===== src/rtl/gnr_node_array.sv =====
// Array of independent gene-regulatory-network nodes. Each stream holds one
// boolean state that is recomputed from its regulator inputs every (div+1)-th start.
module gnr_node_array #(
  parameter int NUM_STREAMS = 2,
  parameter int NUM_INPUTS  = 1,
  parameter int DIV_W       = 4,
  parameter int CNT_W       = 8,
  parameter int STABLE_N    = 4
) (
  input  logic                             clk,
  input  logic                             rst,
  input  logic                             reset_nos,
  input  logic [NUM_STREAMS-1:0]           init_state,
  input  logic [NUM_STREAMS*DIV_W-1:0]     div_cfg,
  input  logic [NUM_STREAMS-1:0]           start,
  input  logic [1:0]                       mode,
  input  logic [NUM_STREAMS*NUM_INPUTS-1:0] reg_in,
  output logic [NUM_STREAMS-1:0]           state,
  output logic [NUM_STREAMS-1:0]           stable,
  output logic [NUM_STREAMS*CNT_W-1:0]     toggles
);

  typedef enum logic [1:0] {
    MODE_NOR  = 2'd0,
    MODE_AND  = 2'd1,
    MODE_OR   = 2'd2,
    MODE_NAND = 2'd3
  } node_mode_e;

  // The stability counter only has to reach STABLE_N, which is at most 255.
  localparam logic [7:0] STABLE_MAX = 8'(STABLE_N);

  for (genvar s = 0; s < NUM_STREAMS; s++) begin : g_stream
    logic [NUM_INPUTS-1:0] x;
    logic [DIV_W-1:0]      div_reg;
    logic [DIV_W-1:0]      phase;
    logic [7:0]            stable_cnt;
    logic [CNT_W-1:0]      tog_cnt;
    logic                  cur_state;
    logic                  stable_q;
    logic                  nxt_state;
    logic                  do_update;

    assign x         = reg_in[s*NUM_INPUTS +: NUM_INPUTS];
    assign do_update = start[s] && (phase == div_reg);

    // NOTE: every variable written in always_comb gets a default first so no
    // path can leave it unassigned and infer a latch.
    always_comb begin
      nxt_state = 1'b0;
      unique case (node_mode_e'(mode))
        MODE_NOR:  nxt_state = ~|x;
        MODE_AND:  nxt_state =  &x;
        MODE_OR:   nxt_state =  |x;
        MODE_NAND: nxt_state = ~&x;
      endcase
    end

    // NOTE: sequential state uses non-blocking assignments so every register
    // samples pre-edge values regardless of statement order.
    always_ff @(posedge clk) begin
      if (rst) begin
        cur_state  <= 1'b0;
        stable_q   <= 1'b0;
        tog_cnt    <= '0;
        phase      <= '0;
        div_reg    <= '0;
        stable_cnt <= '0;
      end else if (reset_nos) begin
        cur_state  <= init_state[s];
        div_reg    <= div_cfg[s*DIV_W +: DIV_W];
        phase      <= div_cfg[s*DIV_W +: DIV_W];
        tog_cnt    <= '0;
        stable_cnt <= '0;
        stable_q   <= 1'b0;
      end else if (do_update) begin
        phase     <= '0;
        cur_state <= nxt_state;
        if (nxt_state != cur_state) begin
          if (tog_cnt != '1) tog_cnt <= tog_cnt + CNT_W'(1);
          stable_cnt <= '0;
          stable_q   <= 1'b0;
        end else if (stable_cnt != STABLE_MAX) begin
          stable_cnt <= stable_cnt + 8'd1;
          stable_q   <= (stable_cnt + 8'd1 == STABLE_MAX);
        end
      end else if (start[s]) begin
        // Phase-only advance: outputs and stability tracking are untouched.
        phase <= phase + DIV_W'(1);
      end
    end

    assign state[s]                  = cur_state;
    assign stable[s]                 = stable_q;
    assign toggles[s*CNT_W +: CNT_W] = tog_cnt;
  end

endmodule


===== config.mk =====
export PLATFORM = sky130hd
export DESIGN_NAME = gnr_node_array
export DESIGN_NICKNAME = d
export VERILOG_FILES = /design/src/rtl/gnr_node_array.sv
export SDC_FILE = /design/constraint.sdc
export NUM_CORES = 1
export LEC_CHECK = 0
export CORE_ASPECT_RATIO = 0.9
export CORE_MARGIN = 2
export CORE_UTILIZATION = 40
export CTS_CLUSTER_DIAMETER = 60
export DETAILED_ROUTE_END_ITERATION = 10
export DONT_BUFFER_PORTS = 1
export GPL_ROUTABILITY_DRIVEN = 0
export HOLD_SLACK_MARGIN = 0.05
export PLACE_DENSITY = 0.53
export SYNTH_ARGS = -nofsm -noshare
export SYNTH_HDL_FRONTEND = slang
export SYNTH_SLANG_ARGS = --single-unit

===== constraint.sdc =====
create_clock -name clk -period 2.9 [get_ports clk]
set_input_delay 0.87 -clock clk [delete_from_list [all_inputs] [get_ports clk]]
set_output_delay 0.87 -clock clk [all_outputs]
set_load 0.03 [all_outputs]

==> summary.md, run 1 <==
| Metric | Value |
|---|---|
| GRT Residual Overflow | `0` |
| Syn_area_per_cell | `8.41 sq um` |
| Setup slack, reg-to-reg | `0.60 ns` |
| EDFF count, synth | `0` |
| Max Freq | `407 MHz` |
| Buffers on Ports | `0` |
| Vias | `2448` |
| Largest net degree at the start of global routing | `32` |
| Routed len/inst | `15.1 um` |
| Post-DR vias/cell | `5.71` |
| Initial antenna violation count | `0` |
| Max stage delay on crit path | `0.67 ns` |
| Cts bufs inserted | `5` |
| Worst slew pin tran | `0.673 ns` |
| DRT Pass-1 Iters | `4` |
| Placed cell area | `2930 sq um` |
| Drc violations | `0` |
| GRT Util Overall | `0.171` |
| Biggest regs | `g_stream.stable_cnt: 16 flops, g_stream.tog_cnt: 16 flops` |
| Post-DRT Antenna Nets | `0` |
| Maximum VDD drop | `0.000235 V` |
| CP Capture Type | `flop` |
| DP HPWL | `4490 um` |
| Unique cell type count in the Yosys netlist | `47` |
| #FFs+latches synth | `52` |
| Worst slew margin | `0.549` |
| Die height | `84.3 um` |
| TNS Setup | `0 ns` |
| Setup Viol. Count Final | `0` |
| Power density over the cells | `491 nW/um^2` |
| CP Cell Sequence | `inv_2 -> a2111o_1 -> or4_4 -> or4_1 -> a21oi_1` |
| Clock Tree Buf Depth | `2` |
| Top_reg_cell synth | `dfxtp_1` |
| CP Data Arrival Time | `2.70 ns` |
| Hold/Removal Path Class | `reg2reg` |
| Syn Std Cell Area | `2870 sq um` |
| PostCTS Resize Cnt | `0` |
| Share of post-route cells with drive strength above 1 | `0.0774` |
| Row count | `29` |
| Root buffer cell | `clkbuf_8` |
| CP startpoint kind | `input port` |
| Finished layout cell area | `3060 sq um` |
| Final WS setup | `0.441 ns` |
| NumNets Final | `362` |
| Core ar. | `7000 sq um` |
| N_diodes | `0` |
| Fin. max-slew vios | `0` |
| Status | `finished clean` |
| Leakage power | `1.07 nW` |
| First-pass GRT wire length | `11000 um` |
| Hold-fix buffers, CTS | `0` |
| Syn Inst Count | `341` |
| Syn_nets | `368` |
| Max H-tree Level | `2` |
| Synth async-reset ratio | `0` |
| Clk_skew | `0.00753 ns` |
| Clock latency at the later pin of the worst-skew pair | `0.31 ns` |
| Register area share after synthesis | `0.363` |
| Sink Count | `52` |
| TritonCTS clock tree | `yes` |
| Worst slack at placement | `0.139 ns` |
| Max-cap violations | `0` |
| CP Class | `in2reg` |
| Die area | `7870 sq um` |
| Required @ worst endpoint | `3.14 ns` |
| Post-CTS Setup Bufs | `0` |
| Max Fanout on Critical Path | `14` |
| Die width | `93.3 um` |
| Final hold violations | `0` |
| Unrepaired setup endpoints after global routing | `false` |
| Total routed wirelength | `6470 um` |
| Number of global-route vias before repair | `2325` |
| # IOs | `39` |
| Starting DRT DRC Count | `106` |
| Min Tclk post-route | `2.46 ns` |
| Slowest stage cell on the critical path | `or4_4` |
| Initial Util | `0.410` |
| CTS clock-pin slew for the worst setup and hold paths | `0.10 ns` |
| Ys Warns | `0` |
| Fin crit share | `0.848` |
| Tot Pwr | `0.00150 W` |
| Area grow syn2layout | `6.50%` |
[cell type report]
cell class              count  area [sq um]
well taps                  93           116
repair buffers              6          45.0
multi-input cells         253          1670
clock inverters             2          38.8
flip-flops and latches     52          1040
inverters                  17          63.8
fillers                   693          3950
clock buffers               6          82.6
[worst paths after layout]
check,cells after the start,end,start
hold / removal,2,g_stream[1].div_reg[2],g_stream[1].div_reg[2]
setup / recovery,5,g_stream[0].tog_cnt[3],start[0]
hold reg to reg,2,g_stream[1].div_reg[2],g_stream[1].div_reg[2]
setup reg to reg,5,g_stream[0].tog_cnt[3],g_stream[0].phase[3]
[cell usage in the layout, fill, tap and decap left out, types with 2 or more instances in the layout]
cell type	n
a221oi_1	6
nand2_1	26
o31ai_1	9
xnor2_1	5
and3_1	9
nor4_2	4
or3_1	13
nor4_1	2
nand4_1	5
nand2b_1	2
nor2b_1	5
or4_1	7
nand3b_1	2
or2_2	2
or4_4	2
o41ai_1	3
buf_4	6
o22ai_1	4
dfxtp_1	52
ha_1	8
o21ai_1	7
and2_1	4
nor3_1	5
xor2_1	6
a21oi_1	32
inv_1	16
nand3_1	22
o211ai_1	7
nand4b_1	4
o21ai_0	6
mux2i_1	13
clkbuf_8	6
nor2_1	23
[per-stage QoR]
step / cells / hold slack, ns / util
4_1_cts: 429 / 0.489 / 0.436
3_3_place_gp: 421 / 0.465 / 0.419
6_report: 429 / 0.487 / 0.436
5_1_grt: 429 / 0.533 / 0.436
3_5_place_dp: 421 / 0.472 / 0.419
2_1_floorplan: 341 / 0.457 / -
[cell usage after synthesis, drive strengths merged, types with 7 or more instances]
master / n / area, sq um
a21oi: 32 / 160
and3: 9 / 56.3
buf: 9 / 58.8
clkbuf: 10 / 37.5
dfxtp: 52 / 1040
ha: 8 / 100
inv: 17 / 63.8
mux2i: 13 / 130
nand2: 26 / 97.6
nand3: 22 / 110
nor2: 23 / 86.3
o211ai: 7 / 52.6
o21ai: 13 / 65.1
o31ai: 9 / 67.6
or3: 13 / 81.3
or4: 9 / 75.1
[worst max-delay path: cells and delay by family]
kind / cells / cell delay (ns)
buffers and inverters: 1 / 0.04
AOI/OAI and AO/OA: 2 / 0.57
and+or+nand+nor: 2 / 1.21
[cell families (layout without fill, tap and decap cells)]
kind of cell | count (synthesis) | in the layout | share of synthesized area
multiplexers | 13 | 13 | 0.0454
flip-flops | 52 | 52 | 0.363
XOR/XNOR | 14 | 14 | 0.0554
adder cells (fa/ha/maj) | 8 | 8 | 0.0349
buffers and inverters | 36 | 31 | 0.0558
AND/OR/NAND/NOR | 140 | 140 | 0.276
AO/OA/AOI/OAI | 78 | 78 | 0.170
[metal layers]
metal / wire (um) / global-route usage / up-vias / part of all wire
li1: - / - / 1234 / -
met1: 3170 / 0.236 / 1148 / 0.49
met2: 2890 / 0.260 / 54 / 0.45
met3: 292 / 0.0503 / 12 / 0.045
met4: 125 / 0.0508 / 0 / 0.019
met5: 0 / 0 / - / 0
[report_power, final]
group	switching, W	internal, W
Sequential	0.0000228	0.000733
Clock	0.000255	0.000283
Combinational	0.000125	0.0000828
(Power assumes the default switching activity.)
==> inputs of run 2 (changes only) <==
--- a/config.mk
+++ b/config.mk
@@ -13,7 +13,7 @@
 export DONT_BUFFER_PORTS = 1
 export GPL_ROUTABILITY_DRIVEN = 0
 export HOLD_SLACK_MARGIN = 0.05
-export PLACE_DENSITY = 0.53
+export PLACE_DENSITY = 0.55
 export SYNTH_ARGS = -nofsm -noshare
 export SYNTH_HDL_FRONTEND = slang
 export SYNTH_SLANG_ARGS = --single-unit
==> constraint.sdc (replaced) <==
create_clock -name clk -period 2.01 [get_ports clk]
set_input_delay 0.603 -clock clk [delete_from_list [all_inputs] [get_ports clk]]
set_output_delay 0.603 -clock clk [all_outputs]
set_load 0.03 [all_outputs]
==> run 2 against run 1 <==
Effect of this change:
- the run now ends with negative setup slack left
- sequential share of layout area decreased by 5.3 points
- hold slack got worse by 0.14 ns
- combinational power up 130%
- die area is the same
- setup slack worse by 0.49 ns
- design area is 19% higher
- via count increased by 9.1%
- routed wire length up 13%
- first-iteration DRC count is 7.5% higher
- critical path type is now reg2reg
- largest cell class unchanged
- largest power group unchanged
- highest routed layer unchanged
==> summary.md, run 2 (same netlist as run 1, synthesis figures left out) <==
| Metric | Value |
|---|---|
| Status | `finished with violations` |
| Failing checks | `negative setup slack` |
| Largest net degree at the start of global routing | `32 (unchanged)` |
| Fin crit share | `1.02` |
| Biggest regs | `g_stream.stable_cnt: 16 flops, g_stream.tog_cnt: 16 flops` |
| Hold/Removal Path Class | `in2reg` |
| Max-cap violations | `0 (unchanged)` |
| CP Capture Type | `flop` |
| Clk_skew | `0.00816 ns (+0.000636 ns)` |
| Total routed wirelength | `7280 um (+13%)` |
| Cts bufs inserted | `5 (unchanged)` |
| # IOs | `39 (unchanged)` |
| HP Start | `rst` |
| Commonest non-fill, non-tap cell in the layout | `buf_4` |
| NumNets Final | `414 (+14%)` |
| Routed len/inst | `15.1 um (+0.38%)` |
| Number of global-route vias before repair | `2587 (+11%)` |
| Die width | `93.3 um (unchanged)` |
| GRT Residual Overflow | `0 (unchanged)` |
| CP Class | `reg2reg` |
| DP HPWL | `5230 um (+16%)` |
| GRT Util Overall | `0.192 (+0.0212)` |
| Buffers on Ports | `0 (unchanged)` |
| Min Tclk post-route | `2.05 ns` |
| Max stage delay on crit path | `0.48 ns (-0.19 ns)` |
| Die area | `7870 sq um (unchanged)` |
| Max Freq | `487 MHz` |
| Worst Setup SP | `g_stream[0].phase[0]` |
| CP Data Arrival Time | `2.30 ns (-0.40 ns)` |
| Core ar. | `7000 sq um (unchanged)` |
| Maximum VDD drop | `0.000304 V (+29%)` |
| Max H-tree Level | `2 (unchanged)` |
| Inst Count DP | `468 (+11%)` |
| Starting DRT DRC Count | `114 (+7.5%)` |
| Clock latency at the later pin of the worst-skew pair | `0.31 ns (about the same)` |
| Worst slew pin tran | `0.462 ns (-0.211 ns)` |
| Final WS setup | `-0.0445 ns (-0.486 ns)` |
| Unrepaired setup endpoints after global routing | `true` |
| Reg2reg start | `g_stream[0].phase[0]` |
| CP Cell Sequence | `nor2b_4 -> a2111o_1 -> or4_4 -> or4_1 -> a21oi_1` |
| Clk pwr share | `0.339 (-0.019)` |
| Post-DRT Antenna Nets | `0 (unchanged)` |
| Initial antenna violation count | `0 (unchanged)` |
| Sw Share | `0.268 (-0.00112)` |
| Slowest stage cell on the critical path | `or4_4` |
| Die height | `84.3 um (unchanged)` |
| Row count | `29 (unchanged)` |
| CP startpoint kind | `flop` |
| Fill count | `675 (-2.6%)` |
| First-pass GRT wire length | `12300 um (+12%)` |
| CTS clock-pin slew for the worst setup and hold paths | `0.10 ns (about the same)` |
| Worst slew margin | `0.692 (+0.142)` |
| Initial Util | `0.410 (unchanged)` |
| Setup Viol. Count Final | `7 (+7)` |
| Sink Count | `52 (unchanged)` |
| Root buffer cell | `clkbuf_8` |
| Reg power frac | `0.460 (-0.043)` |
| Post-DR vias/cell | `5.55 (-2.7%)` |
| Power density over the cells | `649 nW/um^2 (+32%)` |
| Area occupied by multi-input gates | `1850 sq um (+11%)` |
| Area grow syn2layout | `26.6%` |
| Cell-internal power | `0.00173 W (+57%)` |
| Final hold violations | `0 (unchanged)` |
| Required @ worst endpoint | `2.25 ns (-0.89 ns)` |
| TNS Setup | `-0.151 ns (-0.151 ns)` |
| Drc violations | `0 (unchanged)` |
| Share of power burned in combinational logic | `0.201 (+0.062)` |
| N_diodes | `0 (unchanged)` |
| Sequential cell area | `1040 sq um (+0.24%)` |
| Share of post-route cells with drive strength above 1 | `0.245 (+0.167)` |
| Max Fanout on Critical Path | `5 (-9)` |
| Layout Cells excl Fill | `481 (+12%)` |
| Crit path buf inv count | `0 (-1)` |
| Leakage power | `1.37 nW (+27%)` |
| DRT Pass-1 Iters | `4 (unchanged)` |
| Most frequent cells in the layout | `buf_4, dfxtp_1, a21oi_1` |
| Clock Tree Buf Depth | `2 (unchanged)` |
| Vias | `2671 (+9.1%)` |
| Fin. max-slew vios | `0 (unchanged)` |
| TritonCTS clock tree | `yes` |
| Top delay family on crit path | `simple AND/OR/NAND/NOR gates` |
| Sw Pwr | `0.000631 W (+56%)` |
[run 2: cell types whose count changed in the layout (fill, tap and decap cells not counted), sizes merged]
cell / delta
buf: +50
or4: +2
clkbuf: +1
clkinv: -1
[run 2: through the flow]
stage	instance area, sq um	hold WS (ns)	setup slack (ns)	util	total power (W)
CTS	3550	0.339	-0.0389	0.506	0.00236
detailed placement	3400	0.471	-0.318	0.485	0.00155
global route	3630	0.329	-0.157	0.519	0.00247
finish	3630	0.345	-0.0445	0.519	0.00236
global placement	3400	0.465	-0.290	0.485	0.00155
floorplan	3000	0.457	-0.379	-	0.00141
[run 2: final cells by class]
type | count | share of cell area
clock buffer | 7 | 0.0265
clock inverter | 1 | 0.00827
inverter | 17 | 0.0210
multi-input combinational | 255 | 0.508
sequential | 52 | 0.287
tap | 93 | 0.0320
timing repair buffer | 56 | 0.117
[run 2: worst register-to-register path: stages, from the launching register on]
cell and delay [ns]:
dfxtp_2 0.33, nor2b_4 0.11, a2111o_1 0.43, or4_4 0.48
or4_1 0.48, a21oi_1 0.15
[run 2: worst paths after layout]
path | slack, ns | end | cells past startpoint
worst min register to register | 0.48 | g_stream[0].div_reg[2] | 2
worst min-delay path | 0.34 | g_stream[1].phase[2] | 1
worst max-delay path | -0.04 | g_stream[0].tog_cnt[2] | 5
worst max register to register | -0.04 | g_stream[0].tog_cnt[2] | 5
[run 2: power groups by stage]
stage	combinational, W	clock, W	sequential, W
2_1_floorplan	0.000296	0	0.00111
3_3_place_gp	0.000445	0	0.00111
3_5_place_dp	0.000448	0	0.00111
4_1_cts	0.000456	0.000824	0.00108
5_1_grt	0.000523	0.000855	0.00109
6_report	0.000475	0.000798	0.00108
[run 2: timing repair]
| action | in CTS | in global routing |
|---|---|---|
| hold buffers | 0 | 0 |
| buffers inserted | 1 | 2 |
| setup endpoints to repair | 10 | 21 |
| pin swaps | 1 | 0 |
| gates resized for setup | 3 | 14 |
| gates cloned | 0 | 2 |
[run 2: routing by layer]
layer / global-route usage / up-vias / part of all wire / wire [um]
met5: 0 / - / 0 / 0
met4: 0.0481 / 0 / 0.013 / 97
met3: 0.0359 / 9 / 0.037 / 273
met2: 0.338 / 45 / 0.50 / 3680
met1: 0.242 / 1266 / 0.44 / 3240
li1: - / 1351 / - / -
